$ cat src/rtl/illm_row_sequencer_pkg.sv
// Shared definitions for the IDCT row sequencer: FSM encoding, token width
// and the lane-index width helper.
package illm_row_sequencer_pkg;

    localparam logic [1:0] ST_RUN         = 2'd0;
    localparam logic [1:0] ST_EOS_COLLECT = 2'd1;
    localparam logic [1:0] ST_EOS_EMIT    = 2'd2;
    localparam logic [1:0] ST_ERR         = 2'd3;

    localparam int DEF_DATA_W = 9;

    // A token is one sample plus its end-of-stream flag.
    function automatic int tok_w(input int data_w);
        return data_w + 1;
    endfunction

    localparam int TOK_W = tok_w(DEF_DATA_W);

    function automatic int clog2(input int value);
        int r;
        r = 0;
        while ((1 << r) < value) begin
            r = r + 1;
        end
        return r;
    endfunction

endpackage

$ cat src/rtl/illm_seq_outreg.sv
// Single-entry output holding register; can_load is asserted whenever the
// slot is empty or is being drained on this edge.
module illm_seq_outreg #(
    parameter int DATA_W = 9,
    parameter int LANE_W = 3
) (
    input  logic              clock,
    input  logic              reset,
    input  logic              load,
    input  logic [DATA_W-1:0] load_d,
    input  logic              load_e,
    input  logic [LANE_W-1:0] load_lane,
    input  logic              out_b,
    output logic              out_v,
    output logic [DATA_W-1:0] out_d,
    output logic              out_e,
    output logic [LANE_W-1:0] out_lane,
    output logic              can_load
);

    logic              v_reg;
    logic [DATA_W-1:0] d_reg;
    logic              e_reg;
    logic [LANE_W-1:0] lane_reg;

    assign can_load = !v_reg || !out_b;

    always_ff @(posedge clock or negedge reset) begin
        if (!reset) begin
            v_reg    <= 1'b0;
            d_reg    <= '0;
            e_reg    <= 1'b0;
            lane_reg <= '0;
        end else if (load) begin
            v_reg    <= 1'b1;
            d_reg    <= load_d;
            e_reg    <= load_e;
            lane_reg <= load_lane;
        end else if (!out_b) begin
            v_reg    <= 1'b0;
        end
    end

    assign out_v    = v_reg;
    assign out_d    = d_reg;
    assign out_e    = e_reg;
    assign out_lane = lane_reg;

endmodule

$ cat src/rtl/illm_row_sequencer.sv
// Drains the per-lane token queues of an IDCT row page in strict lane order
// onto one stream, collapsing a row-aligned EOS into a single token.
module illm_row_sequencer
    import illm_row_sequencer_pkg::*;
#(
    parameter int N_LANES = 8,
    parameter int DATA_W  = 9,
    parameter int CNT_W   = 16
) (
    input  logic                        clock,
    input  logic                        reset,
    input  logic [N_LANES*DATA_W-1:0]   in_d,
    input  logic [N_LANES-1:0]          in_e,
    input  logic [N_LANES-1:0]          in_v,
    output logic [N_LANES-1:0]          in_b,
    output logic [DATA_W-1:0]           out_d,
    output logic                        out_e,
    output logic                        out_v,
    input  logic                        out_b,
    output logic [clog2(N_LANES)-1:0]   out_lane,
    output logic [CNT_W-1:0]            row_cnt,
    output logic                        err
);

    localparam int LANE_W = clog2(N_LANES);
    localparam int TW     = tok_w(DATA_W);
    localparam logic [LANE_W-1:0] LAST_LANE = LANE_W'(N_LANES - 1);

    logic [1:0]        state_reg;
    logic [LANE_W-1:0] ptr_reg;
    logic [CNT_W-1:0]  row_cnt_reg;
    logic              err_reg;
    logic [DATA_W-1:0] eos_d_reg;

    logic [TW-1:0]     lane_tok [N_LANES];
    logic [TW-1:0]     sel_tok;
    logic              sel_e;
    logic [DATA_W-1:0] sel_d;
    logic              ptr_block;
    logic              take;
    logic              can_load;
    logic              load;
    logic [DATA_W-1:0] load_d;
    logic              load_e;
    logic [LANE_W-1:0] load_lane;

    // Non-selected lanes are always blocked; reset blocks every lane.
    generate
        for (genvar gi = 0; gi < N_LANES; gi++) begin : g_lane
            assign lane_tok[gi] = {in_e[gi], in_d[gi*DATA_W +: DATA_W]};
            assign in_b[gi]     = !reset || (ptr_reg != LANE_W'(gi)) || ptr_block;
        end
    endgenerate

    always_comb begin
        ptr_block = 1'b1;
        case (state_reg)
            ST_RUN:         ptr_block = !can_load;
            ST_EOS_COLLECT: ptr_block = 1'b0;
            default:        ptr_block = 1'b1;
        endcase
    end

    assign sel_tok = lane_tok[ptr_reg];
    assign sel_e   = sel_tok[TW-1];
    assign sel_d   = sel_tok[DATA_W-1:0];
    assign take    = in_v[ptr_reg] && !ptr_block;

    assign load      = ((state_reg == ST_RUN) && take && !sel_e) ||
                       ((state_reg == ST_EOS_EMIT) && can_load);
    assign load_e    = (state_reg == ST_EOS_EMIT);
    assign load_d    = load_e ? eos_d_reg : sel_d;
    assign load_lane = load_e ? '0 : ptr_reg;

    always_ff @(posedge clock or negedge reset) begin
        if (!reset) begin
            state_reg   <= ST_RUN;
            ptr_reg     <= '0;
            row_cnt_reg <= '0;
            err_reg     <= 1'b0;
            eos_d_reg   <= '0;
        end else begin
            case (state_reg)
                ST_RUN: begin
                    if (take) begin
                        if (!sel_e) begin
                            ptr_reg <= ptr_reg + LANE_W'(1);
                            if (ptr_reg == LAST_LANE) begin
                                row_cnt_reg <= row_cnt_reg + CNT_W'(1);
                            end
                        end else if (ptr_reg == '0) begin
                            eos_d_reg <= sel_d;
                            ptr_reg   <= LANE_W'(1);
                            state_reg <= ST_EOS_COLLECT;
                        end else begin
                            err_reg   <= 1'b1;
                            state_reg <= ST_ERR;
                        end
                    end
                end
                ST_EOS_COLLECT: begin
                    if (take) begin
                        if (!sel_e) begin
                            err_reg   <= 1'b1;
                            state_reg <= ST_ERR;
                        end else if (ptr_reg == LAST_LANE) begin
                            ptr_reg   <= '0;
                            state_reg <= ST_EOS_EMIT;
                        end else begin
                            ptr_reg <= ptr_reg + LANE_W'(1);
                        end
                    end
                end
                ST_EOS_EMIT: begin
                    if (can_load) begin
                        row_cnt_reg <= '0;
                        state_reg   <= ST_RUN;
                    end
                end
                default: begin
                    state_reg <= ST_ERR;
                end
            endcase
        end
    end

    illm_seq_outreg #(
        .DATA_W (DATA_W),
        .LANE_W (LANE_W)
    ) u_outreg (
        .clock     (clock),
        .reset     (reset),
        .load      (load),
        .load_d    (load_d),
        .load_e    (load_e),
        .load_lane (load_lane),
        .out_b     (out_b),
        .out_v     (out_v),
        .out_d     (out_d),
        .out_e     (out_e),
        .out_lane  (out_lane),
        .can_load  (can_load)
    );

    assign row_cnt = row_cnt_reg;
    assign err     = err_reg;

endmodule

$ cat config.mk
export PLATFORM = sky130hd
export DESIGN_NAME = illm_row_sequencer
export DESIGN_NICKNAME = d
export VERILOG_FILES = /design/src/rtl/illm_row_sequencer_pkg.sv /design/src/rtl/illm_seq_outreg.sv /design/src/rtl/illm_row_sequencer.sv
export SDC_FILE = /design/constraint.sdc
export NUM_CORES = 1
export LEC_CHECK = 0
export CAP_MARGIN = 15
export CORE_ASPECT_RATIO = 1.4
export CORE_MARGIN = 3
export CORE_UTILIZATION = 40
export DETAILED_ROUTE_END_ITERATION = 8
export PLACE_DENSITY = 0.78
export SETUP_SLACK_MARGIN = 0.5
export SYNTH_ARGS = -nofsm -noshare
export SYNTH_HDL_FRONTEND = slang
export SYNTH_SLANG_ARGS = --single-unit
$ cat constraint.sdc
create_clock -name clock -period 2.4 [get_ports clock]
set_input_delay 0.48 -clock clock [delete_from_list [all_inputs] [get_ports clock]]
set_output_delay 0.48 -clock clock [all_outputs]
set_load 0.01 [all_outputs]
Yosys cells after proc, flatten, opt, wreduce, memory -nomap -nowiden

Cells that the tools add are included.

$lt $le $gt $ge: 2
Multiplexer cells: 36
Reduce and logical (&&, ||, !) cells: 38
Add/sub/neg operators: 2
Equality and inequality tests: 22
Bitwise operators: 1

Operator list:

| operator                                                   | count |
|---|---|
| 2-to-1 mux 16 bit                                          | 4 |
| case mux 16 bit (2 select lines)                           | 1 |
| binary-select mux 10 bit (select 3 bit)                    | 1 |
| 2-to-1 mux 3 bit                                           | 7 |
| 2-to-1 mux 10 bit                                          | 2 |
| logical OR 1 bit                                           | 18 |
| adder 16 x 1 -> 16 bit, second input constant              | 1 |
| != test 2 bit, second input constant                       | 8 |
| != test 3 bit, second input constant                       | 5 |
| AND reduction 5 bit                                        | 3 |
| 2-to-1 mux 2 bit                                           | 7 |
| 2-to-1 mux 9 bit                                           | 1 |
| != test 3 x 2 -> 1 bit, second input constant              | 3 |
| 2-to-1 mux 1 bit                                           | 8 |
| zero test 1 bit                                            | 6 |
| case mux 2 bit (3 select lines)                            | 1 |
| case mux 3 bit (2 select lines)                            | 1 |
| AND reduction 6 bit                                        | 1 |
| >= comparator 4 bit, second input constant                 | 1 |
| logical AND 1 bit                                          | 4 |
| less-than comparator 3 x 4 -> 1 bit, second input constant | 1 |
| != test 2 x 1 -> 1 bit, second input constant              | 2 |
| inverter 3 -> 4 bit                                        | 1 |
| case mux 1 bit (2 select lines)                            | 2 |
| other kinds (11)                                           | 12 |

Output and inout bits: 39
Register bits after elaboration: 45

Longest topological paths before layout

Depth in word-level cells: 10
Mapped depth: 8
Gate-level depth less buffers: 6

Cells and area by module

Synthesis repeated with hierarchy kept, for this count alone.

Cell total of the unflattened synthesis: 293
Area total of the unflattened synthesis: 3,069.2 um^2

Modules (own cells, without submodules):

| module             | cells an instance | times used | area each (um^2) |
|---|---|---|---|
| illm_row_sequencer | 263               | 1          | 2,548.7 |
| illm_seq_outreg    | 30                | 1          | 520.5 |

Worst setup path before layout

No wires, ideal clock.

Path kind: register -> register
From: register ptr_reg[0]
To: register ptr_reg[0]
Setup slack: 0.083 ns
Data arrival time: 2.161 ns
Clock period less this slack: 2.317 ns
Cell stages (with the launch flop): 9
Cell sequence: dfrtp_1 -> buf_6 -> buf_1 -> inv_1 -> ha_1 -> nor2b_1 -> or4_1 -> a31oi_1 -> a31oi_1

Cells in the longest elaborated chain, start to end: 7

Ends and longest elaborated chain:

| what                                                 | RTL line                  | text |
|---|---|---|
| start: declaration                                   | illm_row_sequencer.sv:30  | `logic [LANE_W-1:0] ptr_reg;` |
| start signal: assignment                             | illm_row_sequencer.sv:87  | `ptr_reg <= ptr_reg + LANE_W'(1);` |
| start signal: assignment                             | illm_row_sequencer.sv:110 | `ptr_reg <= ptr_reg + LANE_W'(1);` |
| inverter 3 -> 4 bit (not written as such)            | illm_row_sequencer.sv:64  | `assign sel_tok = lane_tok[ptr_reg];` |
| binary-select mux 10 bit (select 3 bit)              | illm_row_sequencer.sv:64  |  |
| 2-to-1 mux 10 bit (not written as such) (2 in a row) | illm_row_sequencer.sv:64  |  |
| 2-to-1 mux 3 bit                                     | illm_row_sequencer.sv:86  | `if (!sel_e) begin` |
| 2-to-1 mux 3 bit                                     | illm_row_sequencer.sv:85  | `if (take) begin` |
| case mux 3 bit (2 select lines)                      | illm_row_sequencer.sv:83  | `case (state_reg)` |

Several ways; a longest one is shown, not always the timed one. The select of a mux whose other input is x is not followed.
A chain may end at the register's enable or synchronous reset.

Worst setup path in the final report

From: register ptr_reg[0]
To: register u_outreg.d_reg[4] (netlist: u_outreg.out_d[4])

Cells in the longest elaborated chain, start to end: 7

Ends and longest elaborated chain:

| what                                                 | RTL line                 | text |
|---|---|---|
| inverter 3 -> 4 bit (not written as such)            | illm_row_sequencer.sv:64 |  |
| binary-select mux 10 bit (select 3 bit)              | illm_row_sequencer.sv:64 |  |
| 2-to-1 mux 10 bit (not written as such) (2 in a row) | illm_row_sequencer.sv:64 |  |
| zero test 1 bit                                      | --                       |  |
| logical AND 1 bit                                    | illm_row_sequencer.sv:69 | `assign load = ((state_reg == ST_RUN) && take && !sel_e) \|\|` |
| logical OR 1 bit                                     | illm_row_sequencer.sv:69 |  |
| end signal: assignment                               | illm_seq_outreg.sv:36    | `d_reg <= load_d;` |
| end: declaration                                     | illm_seq_outreg.sv:22    | `logic [DATA_W-1:0] d_reg;` |

Several ways; a longest one is shown, not always the timed one. The select of a mux whose other input is x is not followed.

==> reports/results.txt <==
status: complete, no violations
Slew HR: 61.1%
Critical Path AT: 2.39 ns
Post-DP HPWL: 7200 um
pre-CTS worst setup slack: -0.255 ns
CP max FO: 9
Slowest cell on crit path: dfrtp_2
Post-synth EDFFs: 0
core area: 0.00755 mm2
die area: 0.00911 mm2
most frequent CP cell: mux2_4
drt total wl: 10100 um
clock root buffer: clkbuf_8
IR drop worst, VDD: 552 uV
Worst Tran Pin Value: 0.584 ns
routability cong.: 0.912
ant diodes: 0
Cell Rows: 37
Die Y-Extent: 112 um
post-synthesis cell type count: 53
largest net degree at the start of global routing: 46
RSZ-0062 raised after global routing: true
Via Count: 3087
initial antenna violation count: 0
Final min period: 2.21 ns
top-count cell post-synth: dfrtp_1
CP top delay family: multiplexers
Layout area overhead: 67.4%
Cell Chain, Critical Path: buf_6 -> mux2_4 -> o22a_1 -> and3_4 -> a32o_2 -> buf_12 -> mux2_4
top cells by area, synth: dfrtp_1 35%, mux4_2 14%, mux2i_1 7.2%, mux2_4 4.2%, nand2_1 3.4%
final slew viol count: 0
syn_area_per_cell: 11.0 um2
drt wl/cell: 18.2 um
Fmax: 453 MHz
DRC errors left: 0
total power: 4.76 mW
Final setup violation count: 0
YS warnings: 0
worst path bufs/invs: 2
vias in the first global route: 3142
CTS Sinks: 45
TNS Setup: 0 ns
top cells by count, synth: 45 x dfrtp_1, 29 x nand2_1, 23 x mux2i_1
Initial Util: 42.3%
Num CTS Buffers: 5
Seq cells post-synth: 45
I/O Buffers: 129
CTS tree: built
num ports: 130
CP Launch Type: flop
Synth area leader: dfrtp_1
clk_lat worst skew: 0.31 ns
syn nets: 388
max_cap viols: 0
maximum buffer depth of the clock tree: 2
final period utilization: 91.9%
DRT Pass-1 Iters: 4
share of cells above drive strength 1: 35.9%
die width: 81.5 um
Max H-tree Level: 2
Worst Path Required: 2.59 ns
Initial DRC Count: 154
cts hold-fix bufs: 0
via/cell ratio: 5.57
static leakage: 2.17 nW
Setup crit end kind: flop
sequential area share after synthesis: 35.3%
Synth Flop Type: dfrtp_1
Remaining Overflow, GRT: 0
Mapped Area: 0.00319 mm2
Cells after Synth: 290
Crit Path Category: reg2reg
number of fillers in the final layout: 550
max reg flops: 16
gr usage total: 21.8%
Synth top area share: 35.3%
clk slew on worst S/H paths: 0.10 ns
first-pass GRT wire length: 15600 um
Min-Delay Path Class: in2async
slack of the critical path: 0.194 ns
Routed Antenna Nets: 0
Final nets: 554
Worst Clk Skew: 0.0165 ns
Async S/R FF share, synth: 100%
slowest stage delay, CP: 0.49 ns
Final Hold Fails: 0
Pwr Density: 890 mW/mm2
## layer usage
| layer | GRT usage (%) | share of wire, % |
|---|---|---|
| met1 | 26.4 | 37 |
| met2 | 37.6 | 54 |
| met3 | 5.10 | 6.6 |
| met4 | 6.76 | 2.1 |
| met5 | 0 | 0 |
## worst reg2reg max path: stages (launching register included)
cell,delay (ns)
dfrtp_2,0.49
buf_6,0.17
mux2_4,0.30
o22a_1,0.25
and3_4,0.17
a32o_2,0.26
buf_12,0.15
mux2_4,0.29
## cell families (layout without fill, tap and decap cells)
group,count (synthesis),after routing,share of synthesized area (%)
AOI/OAI and AO/OA,59,59,14.6
and+or+nand+nor,85,85,14.5
buffers and inverters,38,205,5.72
adders and majority gates,7,7,2.74
DFF,45,45,35.3
muxes,55,55,26.9
xor gates and xnor gates,1,1,0.274
## where the power goes
group	switching (mW)	total, mW	internal, mW	leakage, nW
combinational	1.30	2.93	1.63	1.58
sequential	0.226	1.22	0.994	0.533
clock	0.269	0.609	0.340	0.0585
total	1.80	4.76	2.96	2.17
## final timing paths
path,from,to,depth (start not counted),slack (ns)
min reg2reg,err,err,1,0.48
max in group asynchronous,reset,row_cnt[8],2,1.70
min in group clock,err,err,1,0.48
max reg2reg,ptr_reg[0],u_outreg.out_d[4],7,0.19
max,ptr_reg[0],u_outreg.out_d[4],7,0.19
min,reset,err,2,0.28
## stage by stage
stage / instances / hold WS, ns / utilization, % / instance area (um2)
2_1_floorplan: 290 / 0.184 / - / 3250
3_3_place_gp: 525 / 0.451 / 63.1 / 4760
3_5_place_dp: 525 / 0.458 / 63.1 / 4760
4_1_cts: 544 / 0.301 / 67.2 / 5070
5_1_grt: 554 / 0.335 / 70.9 / 5350
6_report: 554 / 0.279 / 70.9 / 5350
## area by class of cell
class	count	area [um2]	area share [%]
Multi-Input combinational cell	207	2130	39.8
Timing Repair Buffer	179	1780	33.3
Sequential cell	45	1130	21.2
Tap cell	97	121	2.27
Clock buffer	7	86.3	1.61
Inverter	18	70.1	1.31
Clock inverter	1	30.0	0.562
## cell usage in the layout (no fill, tap or decap), types with 8 or more instances in the layout
master,count
o21ai_0,10
mux2i_1,21
nand3_1,9
buf_4,33
o31ai_2,10
buf_6,15
mux2_4,11
clkdlybuf4s50_1,111
mux4_2,20
inv_1,13
dlygate4sd2_1,8
dfrtp_1,40
nand2_1,27
## timing repair
item	CTS	global route
pin swaps	12	14
cloned	1	0
setup buffers	10	10
endpoints found under the setup margin	53	54
resized for setup	73	44
Power figures use the tool's default switching activity.
